==> config.mk <==
export PLATFORM = sky130hd
export DESIGN_NAME = coin_acceptor
export DESIGN_NICKNAME = d
export VERILOG_FILES = /design/src/rtl/vend_pkg.sv /design/src/rtl/coin_debounce.sv /design/src/rtl/coin_acceptor.sv
export SDC_FILE = /design/constraint.sdc
export NUM_CORES = 1
export LEC_CHECK = 0
export BUFFER_PORTS_ARGS = -buffer_cell sky130_fd_sc_hd__clkbuf_2
export CORE_AREA = 2 2 55 57
export CTS_CLUSTER_SIZE = 30
export DETAILED_ROUTE_END_ITERATION = 8
export DIE_AREA = 0 0 57 59
export HOLD_SLACK_MARGIN = 0.15
export PLACE_DENSITY = 0.63
export SLEW_MARGIN = 10
export SYNTH_ARGS = -nofsm -noshare
export SYNTH_HDL_FRONTEND = slang
export SYNTH_SLANG_ARGS = --single-unit
export TNS_END_PERCENT = 30
==> constraint.sdc <==
create_clock -name clk -period 2.5 [get_ports clk]
set_clock_uncertainty 0.05 [all_clocks]
set_input_delay 0.125 -clock clk [delete_from_list [all_inputs] [get_ports clk]]
set_output_delay 0.125 -clock clk [all_outputs]
set_load 0.05 [all_outputs]
==> src/rtl/vend_pkg.sv <==
// -----------------------------------------------------------------------------
// vend_pkg
// Shared definitions for the vending machine front end and controller.
//   COIN_NONE / COIN_HALF / COIN_ONE : 2-bit coin codes on the acceptor->controller link
//   acc_state_e                      : coin acceptor FSM states
// -----------------------------------------------------------------------------
package vend_pkg;

    localparam logic [1:0] COIN_NONE = 2'b00;
    localparam logic [1:0] COIN_HALF = 2'b01;
    localparam logic [1:0] COIN_ONE  = 2'b10;

    typedef enum logic [1:0] {
        GAP      = 2'd0,
        IDLE     = 2'd1,
        MEASURE  = 2'd2,
        CLASSIFY = 2'd3
    } acc_state_e;

endpackage

==> src/rtl/coin_debounce.sv <==
// -----------------------------------------------------------------------------
// coin_debounce
// Synchronizes the raw coin-slot sensor and filters it so that the output level
// only changes after DEB_CYCLES consecutive cycles of disagreement.
// Ports:
//   clk  : clock
//   rst_ : asynchronous active-low reset
//   raw  : asynchronous sensor input (high while a coin blocks the slot)
//   filt : debounced, synchronous sensor level
// -----------------------------------------------------------------------------
module coin_debounce #(
    parameter int SYNC_STAGES = 2,
    parameter int DEB_CYCLES  = 4
) (
    input  logic clk,
    input  logic rst_,
    input  logic raw,
    output logic filt
);

    localparam int             DW       = $clog2(DEB_CYCLES + 1);
    localparam logic [DW-1:0]  DEB_LAST = DW'(DEB_CYCLES - 1);

    logic [SYNC_STAGES-1:0] sync_q;
    logic                   synced;
    logic                   filt_q, filt_d;
    logic [DW-1:0]          deb_cnt_q, deb_cnt_d;

    // Synchronizer chain: stage 0 samples the raw pin.
    always_ff @(posedge clk or negedge rst_) begin
        if (!rst_) begin
            sync_q <= '0;
        end else begin
            sync_q[0] <= raw;
            for (int i = 1; i < SYNC_STAGES; i++) begin
                sync_q[i] <= sync_q[i-1];
            end
        end
    end

    assign synced = sync_q[SYNC_STAGES-1];

    // Count consecutive disagreeing cycles; the cycle that would make the
    // count reach DEB_CYCLES toggles the filtered level instead.
    always_comb begin
        filt_d    = filt_q;
        deb_cnt_d = '0;
        if (synced != filt_q) begin
            if (deb_cnt_q == DEB_LAST) begin
                filt_d = ~filt_q;
            end else begin
                deb_cnt_d = deb_cnt_q + DW'(1);
            end
        end
    end

    always_ff @(posedge clk or negedge rst_) begin
        if (!rst_) begin
            filt_q    <= 1'b0;
            deb_cnt_q <= '0;
        end else begin
            filt_q    <= filt_d;
            deb_cnt_q <= deb_cnt_d;
        end
    end

    assign filt = filt_q;

endmodule

==> src/rtl/coin_acceptor.sv <==
// -----------------------------------------------------------------------------
// coin_acceptor
// Coin-slot front end: debounces the sensor, measures how long each coin blocks
// it, and classifies the coin by that width.
// Ports:
//   clk       : clock
//   rst_      : asynchronous active-low reset
//   sensor    : raw slot sensor, high while a coin is present
//   accept_en : acceptance permitted (sampled in the CLASSIFY cycle)
//   coin      : one-cycle coin code (01 = 0.5 yuan, 10 = 1 yuan), else 00
//   reject    : one-cycle pulse driving the return flap
//   busy      : high whenever the FSM is not in IDLE
// -----------------------------------------------------------------------------
module coin_acceptor
    import vend_pkg::*;
#(
    parameter int SYNC_STAGES = 2,
    parameter int DEB_CYCLES  = 4,
    parameter int HALF_MIN    = 8,
    parameter int HALF_MAX    = 15,
    parameter int ONE_MIN     = 20,
    parameter int ONE_MAX     = 40,
    parameter int GAP_CYCLES  = 6,
    parameter int CNT_W       = 8
) (
    input  logic       clk,
    input  logic       rst_,
    input  logic       sensor,
    input  logic       accept_en,
    output logic [1:0] coin,
    output logic       reject,
    output logic       busy
);

    // Windows must be ordered and must stay below the saturation value so a
    // jammed (saturated) coin can never fall inside a valid window.
    generate
        if (!(HALF_MIN <= HALF_MAX && HALF_MAX < ONE_MIN && ONE_MIN <= ONE_MAX &&
              ONE_MAX < (2**CNT_W) - 1)) begin : g_param_check
            $error("coin_acceptor: width windows are inconsistent with CNT_W");
        end
    endgenerate

    localparam logic [CNT_W-1:0] CNT_MAX    = '1;
    localparam logic [CNT_W-1:0] HALF_MIN_C = CNT_W'(HALF_MIN);
    localparam logic [CNT_W-1:0] HALF_MAX_C = CNT_W'(HALF_MAX);
    localparam logic [CNT_W-1:0] ONE_MIN_C  = CNT_W'(ONE_MIN);
    localparam logic [CNT_W-1:0] ONE_MAX_C  = CNT_W'(ONE_MAX);
    localparam int               GW         = $clog2(GAP_CYCLES + 1);
    localparam logic [GW-1:0]    GAP_LAST   = GW'(GAP_CYCLES);

    logic             filt;
    acc_state_e       state_q, state_d;
    logic [CNT_W-1:0] width_q, width_d;
    logic [GW-1:0]    gap_q, gap_d;
    logic [1:0]       coin_q, coin_d;
    logic             reject_q, reject_d;

    coin_debounce #(
        .SYNC_STAGES (SYNC_STAGES),
        .DEB_CYCLES  (DEB_CYCLES)
    ) u_debounce (
        .clk  (clk),
        .rst_ (rst_),
        .raw  (sensor),
        .filt (filt)
    );

    always_comb begin
        state_d  = state_q;
        width_d  = width_q;
        gap_d    = gap_q;
        coin_d   = COIN_NONE;
        reject_d = 1'b0;

        unique case (state_q)
            // Arm only after a run of filtered-low cycles. The count must
            // reach GAP_CYCLES and be seen once more, which keeps a coin that
            // was already in the slot at reset release from being armed: its
            // filtered rise arrives before the gap completes and restarts it.
            GAP: begin
                if (filt) begin
                    gap_d = '0;
                end else if (gap_q == GAP_LAST) begin
                    gap_d   = '0;
                    state_d = IDLE;
                end else begin
                    gap_d = gap_q + GW'(1);
                end
            end

            // The rise cycle itself counts as the first high cycle.
            IDLE: begin
                if (filt) begin
                    width_d = CNT_W'(1);
                    state_d = MEASURE;
                end
            end

            MEASURE: begin
                if (filt) begin
                    if (width_q != CNT_MAX) begin
                        width_d = width_q + CNT_W'(1);
                    end
                end else begin
                    state_d = CLASSIFY;
                end
            end

            // A saturated width lies above ONE_MAX and so lands in reject.
            CLASSIFY: begin
                state_d = GAP;
                gap_d   = '0;
                if (!accept_en) begin
                    reject_d = 1'b1;
                end else if (width_q >= HALF_MIN_C && width_q <= HALF_MAX_C) begin
                    coin_d = COIN_HALF;
                end else if (width_q >= ONE_MIN_C && width_q <= ONE_MAX_C) begin
                    coin_d = COIN_ONE;
                end else begin
                    reject_d = 1'b1;
                end
            end

            default: begin
                state_d = GAP;
            end
        endcase
    end

    always_ff @(posedge clk or negedge rst_) begin
        if (!rst_) begin
            state_q  <= GAP;
            width_q  <= '0;
            gap_q    <= '0;
            coin_q   <= COIN_NONE;
            reject_q <= 1'b0;
        end else begin
            state_q  <= state_d;
            width_q  <= width_d;
            gap_q    <= gap_d;
            coin_q   <= coin_d;
            reject_q <= reject_d;
        end
    end

    assign coin   = coin_q;
    assign reject = reject_q;
    assign busy   = (state_q != IDLE);

endmodule

==> results by group <==
Synthesis
  • Ys flop type: dfrtp_1
  • Synth top area cells: dfrtp_1 46%, ha_1 8.3%, nand2_1 3.1%, o31ai_1 3.1%, nand3_1 2.5%
  • Syn Area/Cell: 10.6 µm²
  • Post-Syn Instances: 114
  • Cell Area, Synth: 0.00121 mm²
  • Yosys cell types: 36
  • Seq/Total Area, Yosys: 45.6%
  • Synth top area share: 45.6%
  • Async set or reset register ratio after synthesis: 100%
  • Number of flops mapped to enable cells by yosys: 0
  • Area leader, netlist: dfrtp_1
  • Synthesis-stage register bit count: 22
  • Most common cell in the synthesized netlist: dfrtp_1
  • Yosys warns: 0
  • Syn nets: 126
  • Synth top cells by count: 22 x dfrtp_1, 10 x nand2_1, 8 x ha_1

Global routing
  • Overall routing resource usage: 14.3%
  • First-pass GRT wire length: 3.80 mm
  • Largest net degree at the start of global routing: 23
  • Total grt overflow: 0
  • Initial antenna violation count: 0
  • Vias in the first global route: 850

Power
  • Peak VDD IR: 0.566 mV
  • Pwr/cell area: 1070 mW/mm²
  • Lkg Pwr: 0.603 nW

Floorplan
  • Ports: 8
  • Rows: 19
  • Chip height: 59 µm
  • Starting Density: 44.6%
  • Die width: 57 µm
  • Die ar.: 0.00336 mm²
  • Core area: 0.00271 mm²

Critical path
  • Critical path type: reg2reg
  • Crit path max-delay family: compound AO/OA/AOI/OAI gates
  • Worst endpoint required time: 2.70 ns
  • CP peak stage delay: 0.48 ns
  • Critical path buffer and inverter count: 1
  • CP cell instances: inv_1, ha_1, o21ai_1, o21bai_4, or4_1, a21boi_1
  • Crit-path max FO: 11
  • Critical path's slowest cell: or4_1
  • CP startpoint kind: flip-flop
  • Stages on worst setup path: 6
  • Reg2Reg Depth: 6
  • Arr. time, crit path: 2.26 ns
  • Critical path endpoint category: flip-flop

Cells and area
  • Layout cells sized above 1: 13.8%
  • Area added between synthesis and finish: 9.53%
  • Fillers: 272
  • NumNets Final: 136
  • Diodes inserted: 0
  • Design Area, Final: 0.00132 mm²

Clocking
  • CTS max path bufs: 2
  • # resized after CTS: 0
  • Clk slew on worst S/H paths: 0.13 ns
  • Post-CTS setup buffers: 0
  • Clock latency on the worst-skew pair: 0.31 ns
  • TritonCTS Sinks: 22
  • CTS root buffer: clkbuf_4
  • Max H-tree Level: 1
  • TritonCTS clock tree: done
  • TritonCTS buffer count: 3

Detailed routing
  • WL met1: 973 µm
  • Remaining antenna violation count: 0
  • Number of DRC markers in iteration 0: 21
  • Remaining DRCs: 0
  • Via count: 863
  • Vias per cell: 5.60
  • First-pass DRT Iterations: 4
  • Wire length per cell: 13.1 µm
  • Total Wirelength: 2.01 mm
  • Wire length on met3: 78 µm
  • Met2 WL: 941 µm
  • Max Used Layer: met4

STA
  • Max-slew violations: 0
  • Worst-margin pin slew: 0.536 ns
  • Fmax: 484 MHz
  • Slew headroom: 64.3%
  • Final Cycle Share: 82.7%
  • Final hold vios: 0
  • Final min period: 2.07 ns
  • RSZ-0062 raised after global routing: false
  • Final setup TNS: 0 ns
  • Final setup viols: 0

Placed design
  • DP Area: 0.00124 mm²
  • DP HPWL: 1.45 mm
  • Gp weighted congestion: 0.756
  • PortBufs: 7

Job
  • Max cap viols: 0

Worst hold path
  • Worst Hold Class: in2async

Run status
  • Status: finished clean
==> per-stage QoR <==
stage               cells  hold WS, ns  utilization, %  total power (W)  setup slack, ns
global placement      147       0.0798            45.8          0.00113            0.552
finish                154        0.258            48.8          0.00142            0.432
detailed placement    147       0.0878            45.8          0.00116            0.464
floorplan             114       -0.221               -          0.00106            0.826
CTS                   154        0.268            48.8          0.00144            0.434
global route          154        0.289            48.8          0.00155            0.247
==> registers in the layout, summed over array words and instances (netlist names) <==
| signal | count |
|---|---|
| u_debounce.deb_cnt_q | 3 |
| gap_q | 3 |
| state_q | 2 |
| u_debounce.sync_q | 2 |
| width_q | 8 |
| coin | 2 |
| u_debounce.filt | 1 |
| reject | 1 |
==> path summary, 6_finish.rpt <==
path                                         to  slack [ns]                  from
setup / recovery                     width_q[5]        0.43            state_q[0]
hold / removal                  u_debounce.filt        0.26                  rst_
setup reg to reg                     width_q[5]        0.43            state_q[0]
hold reg to reg            u_debounce.sync_q[1]        0.31  u_debounce.sync_q[0]
max in group asynchronous            state_q[0]        1.78                  rst_
min in group clk           u_debounce.sync_q[1]        0.31  u_debounce.sync_q[0]
==> worst reg2reg max path: stages (launching register included) <==
cell and delay [ns]:
dfrtp_1 0.42, inv_1 0.14, ha_1 0.39, o21ai_1 0.14, o21bai_4 0.24, or4_1 0.48, a21boi_1 0.15
==> area by class of cell <==
cell class | count | area, µm² | share of cell area [%]
inverters | 7 | 26.3 | 1.99
well taps | 31 | 38.8 | 2.93
clock buffers | 3 | 22.5 | 1.70
multi-input cells | 80 | 589 | 44.6
repair buffers | 10 | 65.1 | 4.92
clock inverters | 1 | 30.0 | 2.27
flip-flops and latches | 22 | 551 | 41.6
==> cell families after synthesis <==
group	Yosys count	synth area share [%]
simple gates	43	21.9
flops	22	45.6
compound gates	24	14.4
fa+ha+maj	8	8.29
mux	4	3.52
buf+inv	12	5.60
xor+xnor	1	0.726
==> report_power, final <==
| part | internal (W) | switching, W | total [W] | leakage, nW |
|---|---|---|---|---|
| registers | 0.000448 | 0.000120 | 0.000569 | 0.286 |
| clock network | 0.000162 | 0.000111 | 0.000273 | 0.0279 |
| logic | 0.000247 | 0.000332 | 0.000578 | 0.289 |
==> layout by cell type, fill, tap and decap left out, types with 4 or more instances in the layout <==
master    Yosys  routed
dfrtp_1      22      22
nand2_1      10      10
ha_1          8       8
inv_1         7       7
clkbuf_2      0       7
nor2_1        6       6
nand3_1       6       6
o21ai_0       5       5
o31ai_1       5       5
nor3b_1       4       4
==> repair_timing <==
item / 4_1_cts / 5_1_grt
hold buffers: 3 / 0
setup endpoints to repair: 0 / 0
hold endpoints to repair: 24 / 0
==> layer usage <==
metal	up-vias	global-route usage, %
met2	20	22.8
li1	431	-
met1	410	19.7
met4	0	5.98
met5	-	0
met3	2	1.97
(Power assumes the default switching activity.)
